[src/rtl/arq_ctrl.sv]
// Stop-and-wait ARQ scheduler: sequences each frame through send, ACK wait,
// replay and flush, and drives mapper hold, replay select and FIFO flush.
module arq_ctrl #(
    parameter int FRAME_LEN   = 64,
    parameter int TIMEOUT_CYC = 100000,
    parameter int MAX_RETRY   = 3
) (
    input  logic        i_clk,
    input  logic        i_rst_n,
    input  logic        i_arq_en,
    input  logic        i_frame_start,
    input  logic        i_byte_sent,
    input  logic        i_ack_valid,
    input  logic        i_ack_good,
    output logic        o_map_hold,
    output logic        o_replay,
    output logic        o_fifo_flush,
    output logic        o_send_complete,
    output logic        o_fail,
    output logic [3:0]  o_retry_cnt,
    output logic [15:0] o_good_cnt,
    output logic [2:0]  o_state
);

    typedef enum logic [2:0] {
        ST_IDLE   = 3'd0,
        ST_SEND   = 3'd1,
        ST_WAIT   = 3'd2,
        ST_REPLAY = 3'd3,
        ST_FLUSH  = 3'd4
    } state_t;

    localparam logic [11:0] LAST_BYTE = 12'(FRAME_LEN - 1);
    localparam logic [23:0] LAST_TICK = 24'(TIMEOUT_CYC - 1);
    localparam logic [3:0]  RETRY_MAX = 4'(MAX_RETRY);

    state_t      state_q, state_d;
    logic [11:0] byte_cnt_q, byte_cnt_d;
    logic [23:0] timer_q, timer_d;
    logic        arq_mode_q, arq_mode_d;
    logic [3:0]  retry_cnt_q, retry_cnt_d;
    logic [15:0] good_cnt_q, good_cnt_d;
    logic        send_complete_q, send_complete_d;
    logic        fail_q, fail_d;
    logic        map_hold_q, map_hold_d;
    logic        replay_q, replay_d;
    logic        fifo_flush_q, fifo_flush_d;

    always_ff @(posedge i_clk or negedge i_rst_n) begin
        if (!i_rst_n) begin
            state_q         <= ST_IDLE;
            byte_cnt_q      <= '0;
            timer_q         <= '0;
            arq_mode_q      <= 1'b0;
            retry_cnt_q     <= '0;
            good_cnt_q      <= '0;
            send_complete_q <= 1'b0;
            fail_q          <= 1'b0;
            map_hold_q      <= 1'b0;
            replay_q        <= 1'b0;
            fifo_flush_q    <= 1'b0;
        end else begin
            state_q         <= state_d;
            byte_cnt_q      <= byte_cnt_d;
            timer_q         <= timer_d;
            arq_mode_q      <= arq_mode_d;
            retry_cnt_q     <= retry_cnt_d;
            good_cnt_q      <= good_cnt_d;
            send_complete_q <= send_complete_d;
            fail_q          <= fail_d;
            map_hold_q      <= map_hold_d;
            replay_q        <= replay_d;
            fifo_flush_q    <= fifo_flush_d;
        end
    end

    always_comb begin
        state_d         = state_q;
        byte_cnt_d      = byte_cnt_q;
        timer_d         = timer_q;
        arq_mode_d      = arq_mode_q;
        retry_cnt_d     = retry_cnt_q;
        good_cnt_d      = good_cnt_q;
        send_complete_d = 1'b0;
        fail_d          = 1'b0;

        case (state_q)
            ST_IDLE: begin
                if (i_frame_start) begin
                    arq_mode_d = i_arq_en;
                    byte_cnt_d = '0;
                    state_d    = ST_SEND;
                end
            end
            ST_SEND: begin
                if (i_byte_sent) begin
                    if (byte_cnt_q == LAST_BYTE) begin
                        timer_d = '0;
                        state_d = arq_mode_q ? ST_WAIT : ST_FLUSH;
                    end else begin
                        byte_cnt_d = byte_cnt_q + 12'd1;
                    end
                end
            end
            ST_WAIT: begin
                timer_d = timer_q + 24'd1;
                // A received ACK/NAK takes priority over a coincident timeout.
                if (i_ack_valid && i_ack_good) begin
                    send_complete_d = 1'b1;
                    good_cnt_d      = good_cnt_q + 16'd1;
                    state_d         = ST_FLUSH;
                end else if (i_ack_valid || (timer_q == LAST_TICK)) begin
                    if (retry_cnt_q == RETRY_MAX) begin
                        fail_d  = 1'b1;
                        state_d = ST_FLUSH;
                    end else begin
                        retry_cnt_d = retry_cnt_q + 4'd1;
                        byte_cnt_d  = '0;
                        state_d     = ST_REPLAY;
                    end
                end
            end
            ST_REPLAY: begin
                if (i_byte_sent) begin
                    if (byte_cnt_q == LAST_BYTE) begin
                        timer_d = '0;
                        state_d = ST_WAIT;
                    end else begin
                        byte_cnt_d = byte_cnt_q + 12'd1;
                    end
                end
            end
            ST_FLUSH: begin
                retry_cnt_d = '0;
                state_d     = ST_IDLE;
            end
            default: begin
                state_d = ST_IDLE;
            end
        endcase
    end

    // Phase-decoded outputs are taken from the next state so they leave a flop.
    always_comb begin
        map_hold_d   = (state_d != ST_IDLE);
        replay_d     = (state_d == ST_REPLAY);
        fifo_flush_d = (state_d == ST_FLUSH);
    end

    assign o_map_hold      = map_hold_q;
    assign o_replay        = replay_q;
    assign o_fifo_flush    = fifo_flush_q;
    assign o_send_complete = send_complete_q;
    assign o_fail          = fail_q;
    assign o_retry_cnt     = retry_cnt_q;
    assign o_good_cnt      = good_cnt_q;
    assign o_state         = state_q;

endmodule

[config.mk]
export PLATFORM = sky130hd
export DESIGN_NAME = arq_ctrl
export DESIGN_NICKNAME = d
export VERILOG_FILES = /design/src/rtl/arq_ctrl.sv
export SDC_FILE = /design/constraint.sdc
export NUM_CORES = 1
export LEC_CHECK = 0
export CORE_MARGIN = 2
export CORE_UTILIZATION = 35
export CTS_CLUSTER_SIZE = 40
export DETAILED_ROUTE_END_ITERATION = 16
export PLACE_DENSITY = 0.52
export SYNTH_ARGS = -nofsm -noshare
export SYNTH_HDL_FRONTEND = slang
export SYNTH_SLANG_ARGS = --single-unit
export TNS_END_PERCENT = 50
[constraint.sdc]
create_clock -name i_clk -period 3.2 [get_ports i_clk]
set_input_delay 0.64 -clock i_clk [delete_from_list [all_inputs] [get_ports i_clk]]
set_output_delay 0.64 -clock i_clk [all_outputs]
set_load 0.05 [all_outputs]
# Yosys cells after proc, flatten, opt, wreduce, memory -nomap -nowiden
# Index checks and enable logic that the tools add are counted.
# totals
wordCells	74
out_inout_bits	28
inputBits	7
reg_bits	65
# op_classes
eq_ne	16
n_mux	30
n_reduce_logical	13
add_sub_neg	4
# ops
op	count
$mux 12	6
$mux 24	2
$pmux 24 s2	1
$pmux 12 s3	1
$mux 3	9
$add 24x1->24 const B	1
$eq 24x17->1 const B	1
$add 16x1->16 const B	1
$add 12x1->12 const B	1
$eq 12x6->1 const B	1
$mux 4	3
$pmux 3 s4	1
$ne 2x2->1 const B	5
$eq 3x2->1 const B	3
$pmux 4 s2	1
$reduce_and 7->1	1
$eq 3x3->1 const B	2
$mux 1	6
$reduce_bool 3->1	2
$add 4x1->4 const B	1
$eq 4x2->1 const B	1
$ne 2x1->1 const B	2
$reduce_and 2->1	2
$reduce_and 4->1	1
other kinds (7)	8

# Depth between registers and ports, before layout
# logic_depth
word_depth	6
depth_mapped	7
mapped_depth_nobuf	6

# Worst setup path before layout
# OpenSTA, ideal clock, no wires.
# synth_path
kind	register to register
from	register state_q[1], in the netlist o_state[1]
to	register timer_q[20]
stages_incl_launch_ff	8
period_less_slack_ns	2.417
setup_ns	0.132
t_arrival_ns	2.285
n_path_buf	2
t_required_ns	3.068
slack_ns	0.783
cell_sequence	dfrtp_1 > buf_2 > or3b_1 > clkbuf_1 > nor4_2 > nand4_1 > xor2_1 > nor2_1
# synth_between
elab_chain_cells	4
elab_cells_between_ends	9
cone_classes	eq/ne (5); mux (1); reduce/logical (3)
# synth_lines
element	line	source
start: declaration	37	state_t state_q, state_d;
start signal: assignment	63	state_q <= state_d;
$eq 3x2->1 / $eq 3x1->1 (equally long branches)	87	case (state_q)
$reduce_or 2->1 (no source line)	-	
$ne 2x1->1 (no source line) / $reduce_bool 2->1 (equally long branches)	-	
$reduce_and 3->1 (no source line)	-	
end signal: assignment	65	timer_q <= timer_d;
end: declaration	39	logic [23:0] timer_q, timer_d;
# Several ways; a longest one is shown, not always the timed one.
# A chain may end at the register's enable or synchronous reset.

# Worst setup path after layout
# layout_path
from	register timer_q[18]
to	register byte_cnt_q[1]
# layout_between
elab_chain_cells	4
# layout_lines
element	line	source
$eq 24x17->1	112	end else if (i_ack_valid || (timer_q == LAST_TICK)) begin
$logic_or 1x1->1	112	
$ne 2x2->1 (no source line)	-	
$reduce_and 7->1 (no source line)	-	
end signal: assignment	64	byte_cnt_q <= byte_cnt_d;
end: declaration	38	logic [11:0] byte_cnt_q, byte_cnt_d;
# No other way between the ends.

==> metrics.yaml <==
run_status:
  status: "complete, no violations"
clock_tree:
  htreeDepth: 3
  clk_path_buf_depth: 2
  clk_latency_ns: 0.34
  cts_tree: "yes"
  cts_hold_buf: 0
  cts_root_buf: "clkbuf_8"
  cts_buffers: 9
  post_cts_buffers: 0
  path_clk_slew_ns: 0.08
  cts.sinks: 65
  cts_resized: 0
yosys:
  yosysTopAreaCellShare: 0.488
  synthesis.area_um2: 3330
  yosys.area.top_type: "dfrtp_1"
  yosysWarningCount: 0
  ys_ff_latch: 65
  syn_avg_cell_area_um2: 9.69
  syn-instance-count: 344
  syn_nets: 355
  synthDistinctLibCells: 48
  yosys-top-cells-area: "dfrtp_1 (49%), nand2_1 (4.8%), nor2_1 (4.1%), xnor2_1 (3.9%), xor2_1 (3.4%)"
  synth-seq-area-share: 0.488
  synthFlopType: "dfrtp_1"
  async_flop_share: 1.00
  synth_edf_count: 0
critical_path:
  crit_path_top_delay_cell: "or4b_2"
  path_class: "register to register"
  crit_path_cell_trace: "or4b_2 > o41ai_4 > buf_4 > o22a_1 > mux2i_1"
  worstPathArrival_ns: 2.74
  cp-start-kind: "register"
  slowest_delay_ns: 0.77
  critPathCaptureType: "register"
  crit_path_max_fanout: 12
  cp.required_ns: 3.47
  regToRegSetupSlack_ns: 0.73
detailed_routing:
  vias: 2714
  routedWlPerCell_um: 14.6
  drtAntennaViolNets: 0
  firstDrtPassIters: 4
  via_per_inst: 5.22
  routed_wirelength_um: 7580
  first_iter_violations: 125
  drcViolationCount: 0
placement:
  dpl.hpwl_um: 5100
  place.gp.congestion: 0.789
  portBuffers: 34
timing:
  max_freq_mhz: 405
  final-setup-viol-count: 0
  fin_crit_ns: 2.47
  fin_skew_ns: 0.00713
  slew_viol_final: 0
  setup_tns_ns: 0
  tightest_slew_ns: 0.830
  timing.final.crit_share: 0.771
  rsz0062_at_grt: "no"
  relSlewSlack: 0.447
  finalHoldViolCount: 0
grt:
  overflow: 0
  grt_pass1_wl_um: 13000
  grt_use_total: 0.160
  first_global_vias: 2631
  grt_max_degree: 66
  antenna_found_initial: 0
worst_hold_path:
  hold_path_class: "input port to asynchronous set/reset pin"
die:
  die-area_um2: 10300
  die_width_um: 102
  die_h_um: 102
  num_io_pins: 35
  initial_core_util: 0.361
  coreArea_um2: 9240
  core.rowCount: 35
pwr:
  internal_power_mw: 1.91
  p_switching_mw: 1.17
  pwr_density_cell_nw_per_um2: 754
  pwr-share-comb: 0.307
  vdd_drop_max_mv: 0.404
  leakagePower_nw: 1.65
  seqPwrFrac: 0.407
  swShare: 0.379
  clkPwrFrac: 0.286
run:
  drv_cap: 0
layout:
  drive_above_1_share: 0.0972
  fin_nets: 397
  fin_util: 0.442
  nFillCells: 920
  n_antenna_cell: 0
  area_delta_synth_final_pct: 22.6
==> cell usage after synthesis, types with 2 or more instances <==
master     n
clkbuf_1   7
nor3b_1    2
xor2_1    13
or4_1     11
or2_2      3
and4_1     8
nand3_1   17
a31oi_1   12
inv_1      6
mux2_2     2
buf_2      2
nor3_1     7
and3_1     2
nor2_1    36
a21oi_1   14
nand2_1   43
nor4b_1    2
xnor2_1   15
mux2i_1    4
o211ai_1   2
nand2b_1   4
dfrtp_1   65
o21ai_0   11
nand4_1   14
and2_1     3
o31ai_1    7
or3_1      4
ha_1       4
nor4_1     5
==> critical path, delay by kind of cell, from the launching register on <==
kind | cells | cell delay, ns
AO/OA/AOI/OAI | 2 | 0.74
flip-flops | 1 | 0.44
multiplexers | 1 | 0.22
AND/OR/NAND/NOR | 1 | 0.77
buffers and inverters | 1 | 0.21
==> power by group through the flow <==
stage | Clock (mW) | Sequential (mW) | Combinational [mW]
3_3_place_gp | 0 | 1.27 | 0.940
5_1_grt | 0.943 | 1.30 | 1.06
6_report | 0.882 | 1.25 | 0.945
4_1_cts | 0.911 | 1.25 | 0.956
3_5_place_dp | 0 | 1.27 | 0.954
2_1_floorplan | 0 | 1.36 | 0.558
==> kinds of logic after synthesis <==
family | synth area share
fa+ha+maj | 0.0150
buf+inv | 0.0210
xor+xnor | 0.0736
mux | 0.0188
simple gates | 0.271
flops | 0.488
compound gates | 0.113
==> layout make-up <==
class	instances	area, µm²	area share
Sequential cell	65	1630	0.398
Clock buffer	10	138	0.0337
Timing Repair Buffer	41	388	0.0949
Inverter	6	22.5	0.00551
Tap cell	129	161	0.0395
Multi-Input combinational cell	263	1640	0.400
Clock inverter	6	115	0.0282
==> final timing paths <==
kind                                             from                         end  cells after the start
min in group i_clk         o_good_cnt[15]$_DFFE_PN0P_  o_good_cnt[15]$_DFFE_PN0P_                      1
setup / recovery              timer_q[18]$_DFFE_PN0P_   byte_cnt_q[1]$_DFFE_PN0P_                      5
max in group asynchronous                     i_rst_n   byte_cnt_q[2]$_DFFE_PN0P_                      2
hold reg to reg            o_good_cnt[15]$_DFFE_PN0P_  o_good_cnt[15]$_DFFE_PN0P_                      1
hold / removal                                i_rst_n   o_good_cnt[8]$_DFFE_PN0P_                      2
setup reg to reg              timer_q[18]$_DFFE_PN0P_   byte_cnt_q[1]$_DFFE_PN0P_                      5
==> layout by cell type (no fill, tap or decap), drive strengths merged, types with 8 or more instances in the layout <==
cell           count
dfrtp             65
nand2             43
nor2              36
clkdlybuf4s50     33
nand3             17
xnor2             15
a21oi             15
nand4             14
xor2              13
a31oi             12
o21ai             12
or4               12
clkbuf            10
and4               8
buf                8
==> through the flow <==
step                      hold WS, ns  std cells  power (mW)  setup slack (ns)  instance area (µm²)
final                           0.466        520        3.08             0.733                 4090
after global routing            0.496        520        3.30             0.492                 4090
after CTS                       0.480        520        3.12             0.704                 4090
after detailed placement        0.469        504        2.22             0.628                 3830
after global placement          0.472        504        2.21             0.676                 3830
after floorplan                 0.344        344        1.92             0.783                 3330
==> per-layer routing <==
| layer | vias up | track usage | part of all wire |
|---|---|---|---|
| met5 | - | 0 | 0 |
| met4 | 0 | 0.0395 | 0.0079 |
| met3 | 6 | 0.0435 | 0.032 |
| met2 | 40 | 0.257 | 0.48 |
| met1 | 1326 | 0.215 | 0.48 |
| li1 | 1342 | - | - |
==> state kept, by name (all words and copies together), names as in the netlist <==
register,cells
o_fail,1
o_map_hold,1
o_replay,1
o_state,3
timer_q,24
o_retry_cnt,4
o_send_complete,1
byte_cnt_q,12
o_good_cnt,16
arq_mode_q,1
o_fifo_flush,1
(Power assumes the default switching activity.)
